### src/rtl/bcd_stopwatch_core.sv
// BCD stopwatch core: debounced start/stop and clear keys, a 1 kHz based
// 0.01 s prescaler and a four-digit BCD count (00.00 .. 99.99) that
// saturates at 99.99.
`timescale 1ns/1ps

module bcd_stopwatch_core #(
    parameter int DEB_MS = 20,
    parameter int PRESC  = 10
) (
    input  logic       clk_in,
    input  logic       rst,
    input  logic       tick_1k,
    input  logic       key_ss,
    input  logic       key_clr,
    output logic [3:0] data0,
    output logic [3:0] data1,
    output logic [3:0] data2,
    output logic [3:0] data3,
    output logic       running,
    output logic       full
);

    typedef enum logic [1:0] {
        IDLE  = 2'd0,
        RUN   = 2'd1,
        PAUSE = 2'd2,
        FULL  = 2'd3
    } state_t;

    localparam logic [7:0] DEB_LAST   = 8'(DEB_MS - 1);
    localparam logic [7:0] PRESC_LAST = 8'(PRESC - 1);

    // Key bit 0 is start/stop, bit 1 is clear.
    logic [1:0] sync1;
    logic [1:0] sync2;
    logic [1:0] stable;
    logic [1:0] stable_d;
    logic [7:0] deb_cnt [2];
    logic [1:0] press;
    logic       ss_press;
    logic       clr_press;

    state_t     state;
    logic [7:0] presc;
    logic       step;
    logic       at_last;
    logic [3:0] inc0;
    logic [3:0] inc1;
    logic [3:0] inc2;
    logic [3:0] inc3;

    // Two-flop synchronizers for the raw asynchronous buttons.
    always_ff @(posedge clk_in or negedge rst) begin
        if (!rst) begin
            sync1 <= '0;
            sync2 <= '0;
        end else begin
            sync1 <= {key_clr, key_ss};
            sync2 <= sync1;
        end
    end

    // Debounce: the stable level follows the synchronized key only after
    // DEB_MS consecutive 1 kHz samples disagree with the current level.
    always_ff @(posedge clk_in or negedge rst) begin
        if (!rst) begin
            stable   <= '0;
            stable_d <= '0;
            for (int i = 0; i < 2; i++) begin
                deb_cnt[i] <= '0;
            end
        end else begin
            stable_d <= stable;
            if (tick_1k) begin
                for (int i = 0; i < 2; i++) begin
                    if (sync2[i] == stable[i]) begin
                        deb_cnt[i] <= '0;
                    end else if (deb_cnt[i] == DEB_LAST) begin
                        stable[i]  <= sync2[i];
                        deb_cnt[i] <= '0;
                    end else begin
                        deb_cnt[i] <= deb_cnt[i] + 8'd1;
                    end
                end
            end
        end
    end

    // Rising edge of a debounced level is a press; clear masks start/stop.
    assign press     = stable & ~stable_d;
    assign clr_press = press[1];
    assign ss_press  = press[0] & ~press[1];

    assign step = (state == RUN) && tick_1k && (presc == PRESC_LAST);

    // Ripple BCD increment with same-cycle carry; also flag 99.98 so the
    // step that lands on 99.99 can enter FULL on the same edge.
    always_comb begin
        inc0 = (data0 == 4'd9) ? 4'd0 : data0 + 4'd1;
        inc1 = data1;
        inc2 = data2;
        inc3 = data3;
        if (data0 == 4'd9) begin
            inc1 = (data1 == 4'd9) ? 4'd0 : data1 + 4'd1;
            if (data1 == 4'd9) begin
                inc2 = (data2 == 4'd9) ? 4'd0 : data2 + 4'd1;
                if (data2 == 4'd9) begin
                    inc3 = (data3 == 4'd9) ? 4'd0 : data3 + 4'd1;
                end
            end
        end
        at_last = (data3 == 4'd9) && (data2 == 4'd9) &&
                  (data1 == 4'd9) && (data0 == 4'd8);
    end

    // Stopwatch FSM with registered status flags, prescaler and digits.
    always_ff @(posedge clk_in or negedge rst) begin
        if (!rst) begin
            state   <= IDLE;
            presc   <= '0;
            data0   <= '0;
            data1   <= '0;
            data2   <= '0;
            data3   <= '0;
            running <= 1'b0;
            full    <= 1'b0;
        end else if (clr_press) begin
            state   <= IDLE;
            presc   <= '0;
            data0   <= '0;
            data1   <= '0;
            data2   <= '0;
            data3   <= '0;
            running <= 1'b0;
            full    <= 1'b0;
        end else begin
            case (state)
                IDLE: begin
                    presc <= '0;
                    if (ss_press) begin
                        state   <= RUN;
                        running <= 1'b1;
                    end
                end
                RUN: begin
                    if (tick_1k) begin
                        presc <= (presc == PRESC_LAST) ? 8'd0 : presc + 8'd1;
                    end
                    if (step) begin
                        data0 <= inc0;
                        data1 <= inc1;
                        data2 <= inc2;
                        data3 <= inc3;
                    end
                    if (step && at_last) begin
                        state   <= FULL;
                        presc   <= '0;
                        running <= 1'b0;
                        full    <= 1'b1;
                    end else if (ss_press) begin
                        state   <= PAUSE;
                        running <= 1'b0;
                    end
                end
                PAUSE: begin
                    if (ss_press) begin
                        state   <= RUN;
                        running <= 1'b1;
                    end
                end
                FULL: begin
                    presc <= '0;
                end
                default: begin
                    state   <= IDLE;
                    running <= 1'b0;
                    full    <= 1'b0;
                end
            endcase
        end
    end

endmodule

### config.mk
export PLATFORM = sky130hd
export DESIGN_NAME = bcd_stopwatch_core
export DESIGN_NICKNAME = d
export VERILOG_FILES = /design/src/rtl/bcd_stopwatch_core.sv
export SDC_FILE = /design/constraint.sdc
export NUM_CORES = 1
export LEC_CHECK = 0
export ABC_AREA = 1
export CORE_ASPECT_RATIO = 1.75
export CORE_MARGIN = 5
export CORE_UTILIZATION = 52
export DETAILED_ROUTE_END_ITERATION = 8
export PLACE_DENSITY = 0.75
export SYNTH_ARGS = -nofsm -noshare
export SYNTH_HDL_FRONTEND = slang
export SYNTH_SLANG_ARGS = --single-unit
### constraint.sdc
create_clock -name clk_in -period 1.5 [get_ports clk_in]
set_input_delay 0.15 -clock clk_in [delete_from_list [all_inputs] [get_ports clk_in]]
set_output_delay 0.15 -clock clk_in [all_outputs]
set_load 0.03 [all_outputs]
; Word-level counts from Yosys, hierarchy flattened
; Index checks and enable logic that the tools add are counted.
[classes]
n_addsub = 7
n_eq_ne = 16
muxes = 44
bitwise = 6
reduce_logical = 26
[op_table]
columns = cell, count
row1 = $mux W4, 22
row2 = $mux W8, 8
row3 = $add A8 B1 Y8 const B, 3
row4 = $eq A4 B4 Y1 const B, 5
row5 = $add A4 B1 Y4 const B, 4
row6 = $eq A8 B5 Y1 const B, 2
row7 = $pmux W8 S2, 1
row8 = $reduce_and A3 Y1, 4
row9 = $reduce_bool A2 Y1, 6
row10 = $eq A8 B4 Y1 const B, 1
row11 = $mux W2, 4
row12 = $ne A4 B3 Y1 const B, 2
row13 = $mux W1, 7
row14 = $logic_and A1 B1 Y1, 6
row15 = $reduce_and A2 Y1, 3
row16 = $reduce_bool A3 Y1, 2
row17 = $reduce_and A5 Y1, 1
row18 = $eq A2 B2 Y1 const B, 2
row19 = $pmux W2 S2, 1
row20 = $reduce_and A4 Y1, 1
row21 = $reduce_or A2 Y1, 2
row22 = $ne A3 B1 Y1 const B, 1
row23 = $not A1 Y1, 3
row24 = $and A2 B2 Y2, 1
row25 = other kinds (6), 7
[totals]
regBits = 52
inputBits = 5
output_inout_bits = 18
elab_cells = 114

; Depth between registers and ports, before layout
; Gate-level depths: netlist (run 1).
[logic_depth]
ltp_word = 8
mapped_depth = 12

; Worst setup path before layout (run 1)
; OpenSTA, ideal clock, no wires.
[synth_timing]
kind = reg2reg
start = register data1[0]
end = register running
setup_time_ns = 0.118
arrival_ns = 1.512
slack_ns = -0.129
path_stages_with_launch = 11
path_buffers = 0
period_less_slack_ns = 1.629
cell_sequence = dfrtp_1 > ha_1 > nand2_1 > nor2_1 > nand3_1 > nor2_1 > nand2_2 > nand3_1 > nand3_1 > nand2_1 > nand2_1
[synth_between]
elab_chain_len = 7
word_cells_on_any_way = 9
cone_classes = 2 x eq/ne / 3 x mux / 4 x reduce/logical
[synth_rtl]
columns = item, line
row1 = "start, declared", 16  ; output logic [3:0] data1,
row2 = "start signal, assigned", 151  ; data1 <= inc1;
row3 = $eq A4 B4 Y1 *, 113  ; (data1 == 4'd9) && (data0 == 4'd8);
row4 = $logic_and A1 B1 Y1 *, 112  ; at_last = (data3 == 4'd9) && (data2 == 4'd9) &&
row5 = $logic_and A1 B1 Y1 *, 113
row6 = $logic_and A1 B1 Y1 *, 155  ; if (step && at_last) begin
row7 = $mux W1, 155
row8 = $pmux W1 S2, 137  ; case (state)
row9 = $mux W1, 127  ; end else if (clr_press) begin
row10 = "end signal, assigned", 125  ; running <= 1'b0;
row11 = "end signal, assigned", 142  ; running <= 1'b1;
row12 = "end signal, assigned", 158  ; running <= 1'b0;
row13 = "end, declared", 19  ; output logic running,
; Every way passes the cells marked *; elsewhere a longest branch is shown, timed or not.
; A chain may end at the register's enable or synchronous reset.

; Worst setup path after layout (run 1)
[layout_timing]
start = register presc[1]
end = register data1[1]
[layout_between]
elab_chain_len = 4
[layout_rtl]
columns = item, line
row1 = "start, declared", 44  ; logic [7:0] presc;
row2 = "start signal, assigned", 147  ; presc <= (presc == PRESC_LAST) ? 8'd0 : presc + 8'd1;
row3 = $eq A8 B4 Y1, 94  ; assign step = (state == RUN) && tick_1k && (presc == PRESC_LAST);
row4 = $logic_and A1 B1 Y1, 94
row5 = $reduce_bool A2 Y1 (no source line), --
row6 = $reduce_and A3 Y1 (no source line), --
; Every way passes these cells.

==> impl_results.md, run 1 <==
- Period utilization: 105.8%
- CTS tree: built
- Worst-Skew Late Latency: 0.31 ns
- N_diodes: 0
- Worst setup margin: -0.08631 ns
- Synth-to-Final Area Change: 30.29%
- Crit path cell chain: inv_1 -> ha_2 -> nand3_4 -> nor3_4 -> nor2_4 -> nor2_8 -> buf_4 -> o22ai_1
- Number of CTS-inserted buffers: 5
- Sink Count: 52
- Synth warn: 0
- P_leak: 1.864 nW
- DR vias: 2370
- Setup slack after placement: -0.1670 ns
- Largest net degree at the start of global routing: 53
- Nets: 415
- Count of final setup violators: 17
- Storage element area: 1310 um2
- Crit. End Element: flip-flop
- Post-layout util: 69.43%
- Top-area cell type share of the netlist area: 46.47%
- IO Port Bufs: 22
- Status: complete, but fails checks
- WS Path Type: reg -> reg
- Dpl hpwl: 4227 um
- Vias in the first global route: 2305
- Failing checks: negative setup slack
- CTS Root Cell: clkbuf_8
- RePlAce Congestion: 0.8940
- Syn nets: 349
- CTS H-tree depth: 2
- Clock buffer depth: 2
- I/O pin count: 23
- Die area: 7010 um2
- Worst path max stage delay: 0.38 ns
- Vias per inst: 5.232
- Area of the multi-input gates: 1461 um2
- Share of the yosys chip area belonging to registers: 46.47%
- Distinct cells, synth: 34
- Max Freq: 630.4 MHz
- Post-route DRC: 0
- Routed WL per cell: 12.82 um
- Clk_skew: 0.009733 ns
- Crit path max fanout: 6
- Initial antenna violation count: 0
- Fin cells: 453
- Most frequent cell after synthesis: nand2_1
- Crit path DAT: 1.77 ns
- Hold Fails Final Rpt: 0
- EDFF count, synth: 0
- Internal reg-to-reg setup slack: -0.09 ns
- Post-synth top area cell: dfrtp_1
- Starting DRT DRC Count: 119
- Tmin final: 1.586 ns
- Min-Delay Path Class: in -> reg
- Std cell rows: 35
- First-pass GRT wire length: 9832 um
- Worst EP required: 1.68 ns
- Inst Count DP: 440
- Chip width: 65.47 um
- IR drop worst, VDD: 0.6787 mV
- Reg clk slew, reported paths: 0.09 ns
- Worst Max-Slew Pin Slew: 0.4647 ns
- Synth Area per Inst: 8.460 um2
- Share of layout cells above drive strength 1: 26.13%
- Startpoint types: flip-flop
- Fin area: 3649 um2
- DP Area: 3382 um2
- Max-Cap Viols: 0
- GRT Resource Usage Total: 17.64%
- Final ANT Viol Nets: 0
- Worst slew margin: 68.81%
- Commonest cells in the netlist: nand2_1, dfrtp_1, inv_1, nand3_1, nor2_1
- Cell Area, Synth: 2800 um2
- Cells after Synth: 331
- Detailed Routing Iterations Pass 1: 6
- GRT overflow: 0
- Die height: 107.1 um
- Flops & latches, synth: 52
- # fillers: 418
- Sum of routed wire length over all layers: 5809 um
- Top_reg_cell synth: dfrtp_1
- Initial Utilization: 53.29%
- Unrepaired setup endpoints after global routing: yes
- Max Slew Vio Count: 0
- Core area: 5255 um2
- Pwr/cell area: 1089 nW/um2
- Top area cells in the synthesized netlist: dfrtp_1, nand2_1, nand3_1
- Fin Hold WS: 0.2794 ns
- CP max-delay cell: dfrtp_1
- Asr flop ratio synth: 100.0%
## per-layer routing
layer / wire length (um) / GRT usage [%] / part of all wire (%)
met5: 0 / 0 / 0
met2: 3324 / 33.79 / 57
met4: 123 / 6.528 / 2.1
met1: 2189 / 18.83 / 38
met3: 171 / 2.516 / 2.9
## registers in the layout, summed over array words and instances (netlist names)
register / cells
running: 1
data1: 4
sync2: 2
presc: 8
data2: 4
stable: 2
sync1: 2
stable_d: 2
deb_cnt: 16
data3: 4
data0: 4
state: 2
full: 1
## cells by family after synthesis
group | share of synthesized area (%)
flops | 46.47
compound gates | 8.624
fa+ha+maj | 5.809
buf+inv | 6.747
simple gates | 26.36
mux | 0.3575
xor+xnor | 5.630
## worst paths after layout
| path | from | end | cells past startpoint |
|---|---|---|---|
| max | presc[1] | data1[1] | 8 |
| min | key_clr | sync1[1] | 1 |
| max reg2reg | presc[1] | data1[1] | 8 |
| min reg2reg | sync1[1] | sync2[1] | 0 |
| max in group asynchronous | rst | data1[1] | 3 |
| min in group asynchronous | rst | data1[2] | 3 |
## area by class of cell
cell class              instances  area share, %
well taps                      55          1.886
flip-flops and latches         52          35.91
clock inverters                 2         0.9602
clock buffers                   6          1.989
repair buffers                 62          14.33
multi-input cells             230          40.05
inverters                      46          4.870
## cell usage in the layout, fill, tap and decap left out, types with 3 or more instances in the layout
master and n:
nand2_1 58, dfrtp_1 45, inv_1 38, buf_4 36
nand3_1 31, nor2_1 28, dlygate4sd2_1 16, o21ai_1 14
xor2_1 11, ha_1 10, o21ai_0 8, a21oi_1 7
nor2_2 7, xnor2_1 7, dfrtp_2 7, inv_2 6
nand3_2 6, o22ai_1 5, clkbuf_8 5, nand2_2 4
nor2_4 3, nand2_4 3, clkdlybuf4s50_1 3
## power breakdown
| group | internal, mW | switching, mW | total, mW | leakage, nW |
|---|---|---|---|---|
| combinational | 0.600 | 0.795 | 1.40 | 1.13 |
| clock | 0.496 | 0.463 | 0.959 | 0.0552 |
| sequential | 1.52 | 0.0969 | 1.62 | 0.674 |
| total | 2.62 | 1.35 | 3.97 | 1.86 |
## critical path, delay by kind of cell (launching register included)
| kind | cells | cell delay, ns |
|---|---|---|
| adders and majority gates | 1 | 0.18 |
| DFF | 1 | 0.38 |
| and+or+nand+nor | 4 | 0.64 |
| buffers and inverters | 2 | 0.19 |
| AOI/OAI and AO/OA | 1 | 0.08 |
## timing repair
item,CTS,global route
endpoints found under the hold margin,52,0
pin swaps,5,6
endpoints found under the setup margin,41,37
setup buffers,0,4
gates resized for setup,29,33
hold buffers,1,0
## metrics by stage
stage | TNS (ns) | power, mW
after floorplan | 0 | 2.355
after global placement | -1.995 | 2.744
after detailed placement | -2.905 | 2.779
after CTS | -0.8809 | 3.818
after global routing | -3.232 | 4.238
final | -0.9791 | 3.974
Power figures use the tool's default switching activity.
==> run 2, diff against run 1 <==
--- a/config.mk
+++ b/config.mk
@@ -8,9 +8,8 @@
 export ABC_AREA = 1
 export CORE_ASPECT_RATIO = 1.75
 export CORE_MARGIN = 5
-export CORE_UTILIZATION = 52
+export CORE_UTILIZATION = 25
 export DETAILED_ROUTE_END_ITERATION = 8
-export PLACE_DENSITY = 0.75
 export SYNTH_ARGS = -nofsm -noshare
 export SYNTH_HDL_FRONTEND = slang
 export SYNTH_SLANG_ARGS = --single-unit
==> run 2 against run 1 <==
- the run still ends with negative setup slack left
- largest cell class unchanged
- critical path type unchanged
- hold slack better by 0.017 ns
- critical path depth unchanged
- core utilization shrank 34 points
- clock power increased by 22%
- sequential share of layout area shrank 2.0 points
- final area rose by 5.9%
- clock-buffer cell count unchanged
- non-clock buffer count increased by 4
- register-to-register slack barely moved
- sequential power barely moved
==> impl_results.md, run 2 (same netlist as run 1, synthesis figures left out) <==
- Hold Fails Final Rpt: 0 (unchanged)
- Internal reg-to-reg setup slack: -0.09 ns (about the same)
- Max Slew Vio Count: 0 (unchanged)
- WS Path Type: reg -> reg
- Top delay family on crit path: simple AND/OR/NAND/NOR gates
- WHS Path Cells: 1 (unchanged)
- GRT Resource Usage Total: 9.443% (-8.2 points)
- CP Launch Point: presc[5]
- Starting DRT DRC Count: 105 (-12%)
- I/O pin count: 23 (unchanged)
- First-pass GRT wire length: 10550 um (+7.3%)
- Commonest non-fill, non-tap cell in the layout: nand2_1
- CTS Root Cell: clkbuf_16
- Post-route DRC: 0 (unchanged)
- Worst path max stage delay: 0.40 ns (+0.02 ns)
- HP Start: key_ss
- Sum of routed wire length over all layers: 6187 um (+6.5%)
- RR Startpoint: presc[5]
- Number of CTS-inserted buffers: 5 (unchanged)
- Period utilization: 105.8% (about the same)
- Max reg flops: 16 (unchanged)
- Detailed Routing Iterations Pass 1: 4 (-2)
- Count of final setup violators: 17 (unchanged)
- CTS tree: built
- Post-layout util: 34.99% (-34 points)
- Fin area: 3862 um2 (+5.9%)
- Sink Count: 52 (unchanged)
- Crit. End Element: flip-flop
- # fillers: 1141 (+170%)
- CP max-delay cell: dfrtp_1
- P_leak: 1.899 nW (+1.9%)
- Nets: 419 (+0.96%)
- Initial Utilization: 25.37% (-28 points)
- Max Freq: 630.0 MHz (about the same)
- Routed WL per cell: 11.59 um (-9.6%)
- Initial antenna violation count: 0 (unchanged)
- DP Area: 3476 um2 (+2.8%)
- Fin Hold WS: 0.2968 ns (+0.01747 ns)
- Share of layout cells above drive strength 1: 27.61% (+1.5 points)
- N_diodes: 0 (unchanged)
- Crit path cell chain: nor2_1 -> nand2_2 -> nor3_4 -> nor2_4 -> nor2_8 -> nand2_4 -> nand2_1 -> o21ai_1
- Crit path buf inv count: 0 (-2)
- Total power: 4.126 mW (+3.8%)
- Tmin final: 1.587 ns (+0.001049 ns)
- R2r worst-path depth: 8 (unchanged)
- Largest net degree at the start of global routing: 37 (-30%)
- Chip width: 90 um (+37%)
- Crit path max fanout: 7 (+1)
- Worst Max-Slew Pin Slew: 0.4289 ns (-0.03582 ns)
- Die height: 150.0 um (+40%)
- Min-Delay Path Class: in -> reg
- Status: complete, but fails checks
- Worst-Skew Late Latency: 0.29 ns (-0.02 ns)
- Reg clk slew, reported paths: 0.07 ns (-0.02 ns)
- Clk_skew: 0.002871 ns (-0.006862 ns)
- Startpoint types: flip-flop
- RePlAce Congestion: 0.7711 (-14%)
- Vias per inst: 4.569 (-13%)
- Synth-to-Final Area Change: 37.94%
- CTS H-tree depth: 2 (unchanged)
- Die area: 13500 um2 (+93%)
- Max-Cap Viols: 0 (unchanged)
- IO Port Bufs: 22 (unchanged)
- DR vias: 2440 (+3.0%)
- Dpl hpwl: 4585 um (+8.5%)
- GRT overflow: 0 (unchanged)
- Worst slew margin: 71.41% (+2.6 points)
- Unrepaired setup endpoints after global routing: yes
- Pwr/cell area: 1068 nW/um2 (-1.9%)
- Core area: 11040 um2 (+110%)
- Std cell rows: 51 (+46%)
- Hold endpoint: sync1[0]
- Worst EP required: 1.68 ns (about the same)
- Setup slack after placement: -0.2310 ns (-0.06405 ns)
- Most frequent cells in the layout: nand2_1, dfrtp_1, buf_4, inv_1, nand3_1
- Crit path DAT: 1.77 ns (about the same)
- Worst setup margin: -0.08736 ns (-0.001049 ns)
- Largest regs: deb_cnt (16), presc (8)
- Final ANT Viol Nets: 0 (unchanged)
- IR drop worst, VDD: 0.5674 mV (-16%)
- Clock buffer depth: 2 (unchanged)
- Most flop-heavy register: deb_cnt
- Crit Reg-Reg Endpoint: data2[0]
- Vias in the first global route: 2404 (+4.3%)
- Failing checks: negative setup slack
## run 2: cell count changes in the layout (fill, tap and decap cells not counted), moves of 3 or more
cell,delta
buf_4,+3
clkbuf_8,-4
clkbuf_16,+5
o21ai_0,+3
inv_2,+3
nor2_4,+3
nor2_1,-3
ha_4,+3
## run 2: power breakdown
group / total (mW) / internal, mW / switching [mW]
clock: 1.17 / 0.659 / 0.511
combinational: 1.32 / 0.554 / 0.771
sequential: 1.63 / 1.53 / 0.105
## run 2: what timing repair did
action | CTS | global route
endpoints found under the hold margin | 16 | 0
endpoints found under the setup margin | 41 | 32
buffers inserted | 5 | 5
pin swaps | 8 | 10
hold buffers | 1 | 0
resized for setup | 37 | 29
## run 2: area by class of cell
type                    instances  area [um2]  share of cell area, %
multi-input cells             230        1498                  38.78
clock buffers                   6       138.9                  3.596
clock inverters                 2       10.01                 0.2592
inverters                      46       175.2                  4.535
well taps                     132       165.2                  4.276
flip-flops and latches         52        1310                  33.92
repair buffers                 66       565.5                  14.64
## run 2: how the worst max path moves through the flow
stage / end / slack, ns / cells past startpoint
2_1_floorplan: data3[2] / 0.009 / 9
3_3_place_gp: data1[0] / -0.17 / 7
3_5_place_dp: data1[0] / -0.23 / 7
4_1_cts: data3[0] / -0.05 / 9
5_1_grt: data0[3] / -0.20 / 7
6_report: data2[0] / -0.09 / 8
## run 2: stage by stage
step / cells / TNS (ns)
floorplan: 331 / 0
global placement: 515 / -3.662
detailed placement: 515 / -5.539
CTS: 529 / -0.6819
global route: 534 / -3.394
finish: 534 / -0.9049
## run 2: routing by layer
metal	up-vias	part of all wire [%]	track usage, %
met4	0	2.1	3.800
met3	10	4.1	2.414
met2	44	55	17.78
li1	1208	-	-
met5	-	0	0
met1	1178	39	9.849
==> run 3, diff against run 2 <==
--- a/config.mk
+++ b/config.mk
@@ -6,10 +6,10 @@
 export NUM_CORES = 1
 export LEC_CHECK = 0
 export ABC_AREA = 1
-export CORE_ASPECT_RATIO = 1.75
 export CORE_MARGIN = 5
 export CORE_UTILIZATION = 25
 export DETAILED_ROUTE_END_ITERATION = 8
+export MAX_ROUTING_LAYER = met4
 export SYNTH_ARGS = -nofsm -noshare
 export SYNTH_HDL_FRONTEND = slang
 export SYNTH_SLANG_ARGS = --single-unit
==> run 3 against run 2 <==
- the run still ends with negative setup slack left
- core utilization decreased by 0.16 points
- flip-flop and latch count did not move
- worst setup slack gained 0.062 ns
- hold slack worse by 0.023 ns
- critical path type unchanged
==> impl_results.md, run 3 (same netlist as run 1, synthesis figures left out) <==
- Core area: 10890 um2 (-1.4%)
- Crit path buf inv count: 1 (+1)
- I/O pin count: 23 (unchanged)
- CP max-delay cell: dfrtp_2
- Nets: 415 (-0.95%)
- Worst path max stage delay: 0.41 ns (about the same)
- Initial Utilization: 25.72% (+0.35 points)
- Tmin final: 1.525 ns (-0.06199 ns)
- Largest regs: deb_cnt (16), presc (8)
- Top delay family on crit path: simple AND/OR/NAND/NOR gates
- First-pass GRT wire length: 10210 um (-3.2%)
- Count of final setup violators: 4 (-13)
- Routed WL per cell: 10.87 um (-6.2%)
- CTS tree: built
- Status: complete, but fails checks
- Die area: 13420 um2 (-0.61%)
- Dpl hpwl: 4272 um (-6.8%)
- Share of layout cells above drive strength 1: 26.13% (-1.5 points)
- GRT overflow: 0 (unchanged)
- Synth-to-Final Area Change: 35.43%
- N_diodes: 0 (unchanged)
- Met3 WL: 237 um (-6.7%)
- Number of CTS-inserted buffers: 5 (unchanged)
- Clock buffer depth: 2 (unchanged)
- IO Port Bufs: 22 (unchanged)
- Max layer used: met4
- IR drop worst, VDD: 0.6534 mV (+15%)
- Internal reg-to-reg setup slack: -0.03 ns (+0.06 ns)
- Crit path cell chain: inv_2 -> ha_4 -> nand2_4 -> nor2_4 -> nand3_2 -> nor2_2 -> nand2_2 -> nand3_2 -> nand3_2 -> nand2_1 -> nand2_1
- Reg clk slew, reported paths: 0.10 ns (+0.03 ns)
- Hold Fails Final Rpt: 0 (unchanged)
- CTS Root Cell: clkbuf_8
- Min-Delay Path Class: in -> reg
- Max reg flops: 16 (unchanged)
- Setup slack after placement: -0.1486 ns (+0.08243 ns)
- Unrepaired setup endpoints after global routing: yes
- Die height: 115.8 um (-23%)
- Crit path max fanout: 4 (-3)
- Storage element area: 1310 um2 (unchanged)
- Worst setup margin: -0.02537 ns (+0.06199 ns)
- Worst-Skew Late Latency: 0.30 ns (about the same)
- Vias in the first global route: 2260 (-6.0%)
- Detailed Routing Iterations Pass 1: 4 (unchanged)
- Routed wl met2: 2957 um (-13%)
- Std cell rows: 38 (-25%)
- Failing checks: negative setup slack
- Period utilization: 101.7% (-4.1 points)
- Commonest non-fill, non-tap cell in the layout: nand2_1
- Sum of routed wire length over all layers: 5846 um (-5.5%)
- Clk_skew: 0.01166 ns (+0.008790 ns)
- Chip width: 115.8 um (+29%)
- DR vias: 2341 (-4.1%)
- Max-Cap Viols: 0 (unchanged)
- WS Path Type: reg -> reg
- Most frequent cells in the layout: nand2_1, dfrtp_1, inv_1, buf_4, nand3_1
- CTS H-tree depth: 2 (unchanged)
- Worst Max-Slew Pin Slew: 0.3314 ns (-0.09746 ns)
- Post-Route M1 WL: 2628 um (+10%)
- Worst slew margin: 77.82% (+6.4 points)
- Max Freq: 655.6 MHz (+4.1%)
- Sink Count: 52 (unchanged)
- Crit path DAT: 1.72 ns (-0.05 ns)
- Initial antenna violation count: 0 (unchanged)
- Worst EP required: 1.69 ns (about the same)
- Most flop-heavy register: deb_cnt
- Starting DRT DRC Count: 108 (+2.9%)
- Post-route DRC: 0 (unchanged)
- TNS Setup: -0.05088 ns (+0.8540 ns)
- Max Slew Vio Count: 0 (unchanged)
- P_leak: 1.856 nW (-2.3%)
- Final ANT Viol Nets: 0 (unchanged)
- # fillers: 1103 (-3.3%)
- Area of the multi-input gates: 1463 um2 (-2.3%)
- GRT Resource Usage Total: 9.454% (+0.011 points)
- Startpoint types: flip-flop
- Cell repeated most along the worst path: nand3_2
- Largest net degree at the start of global routing: 53 (+43%)
- Crit. End Element: flip-flop
- Vias per inst: 4.351 (-4.8%)
- RePlAce Congestion: 0.8452 (+9.6%)
- Pwr/cell area: 1069 nW/um2 (+0.11%)
run 3: cell types whose count changed in the layout (fill, tap and decap cells not counted), moves of 3 or more:
| cell | before | now |
|---|---|---|
| nand2_1 | 56 | 53 |
| inv_2 | 9 | 6 |
| o21ai_1 | 13 | 10 |
| o21ai_0 | 11 | 14 |
| buf_4 | 39 | 36 |
| clkbuf_16 | 5 | 0 |
| nand2_2 | 5 | 8 |
| clkbuf_8 | 1 | 5 |
run 3: area by class of cell:
cell class,count,area share [%]
inverter,46,4.685
multi-input combinational,230,38.57
timing repair buffer,62,13.96
tap,140,4.619
clock buffer,5,1.815
clock inverter,3,1.815
sequential,52,34.54
run 3: routing by layer:
layer | track usage (%) | up-vias
met2 | 15.92 | 34
li1 | - | 1199
met5 | - | -
met4 | 1.856 | 0
met3 | 2.037 | 2
met1 | 11.78 | 1106
run 3: final timing paths:
kind / startpoint / to / depth (start not counted)
setup / recovery: data1[1] / running / 11
hold / removal: key_ss / sync1[0] / 1
setup reg to reg: data1[1] / running / 11
hold reg to reg: sync1[0] / sync2[0] / 0
max in group asynchronous: rst / data0[3] / 3
min in group asynchronous: rst / data2[1] / 3
run 3: metrics by stage:
| step | instances | cell area [um2] | utilization, % | hold slack [ns] | power [mW] |
|---|---|---|---|---|---|
| floorplan | 331 | 2839 | - | -0.1456 | 2.355 |
| global placement | 521 | 3483 | 31.99 | 0.1685 | 2.774 |
| detailed placement | 521 | 3483 | 31.99 | 0.1723 | 2.814 |
| CTS | 532 | 3691 | 33.90 | 0.2646 | 4.047 |
| global route | 538 | 3792 | 34.83 | 0.2628 | 4.330 |
| finish | 538 | 3792 | 34.83 | 0.2742 | 4.055 |
run 3: power breakdown:
group          switching [mW]  total (mW)  internal [mW]
clock                   0.475        1.15          0.672
sequential             0.0916        1.62           1.52
combinational           0.742        1.29          0.551
total                    1.31        4.06           2.75
run 3: repair_timing:
action,CTS,global route
setup endpoints to repair,39,34
hold buffers,1,0
buffers inserted,2,6
hold endpoints to repair,52,0
pin swaps,10,13
gates resized for setup,39,18
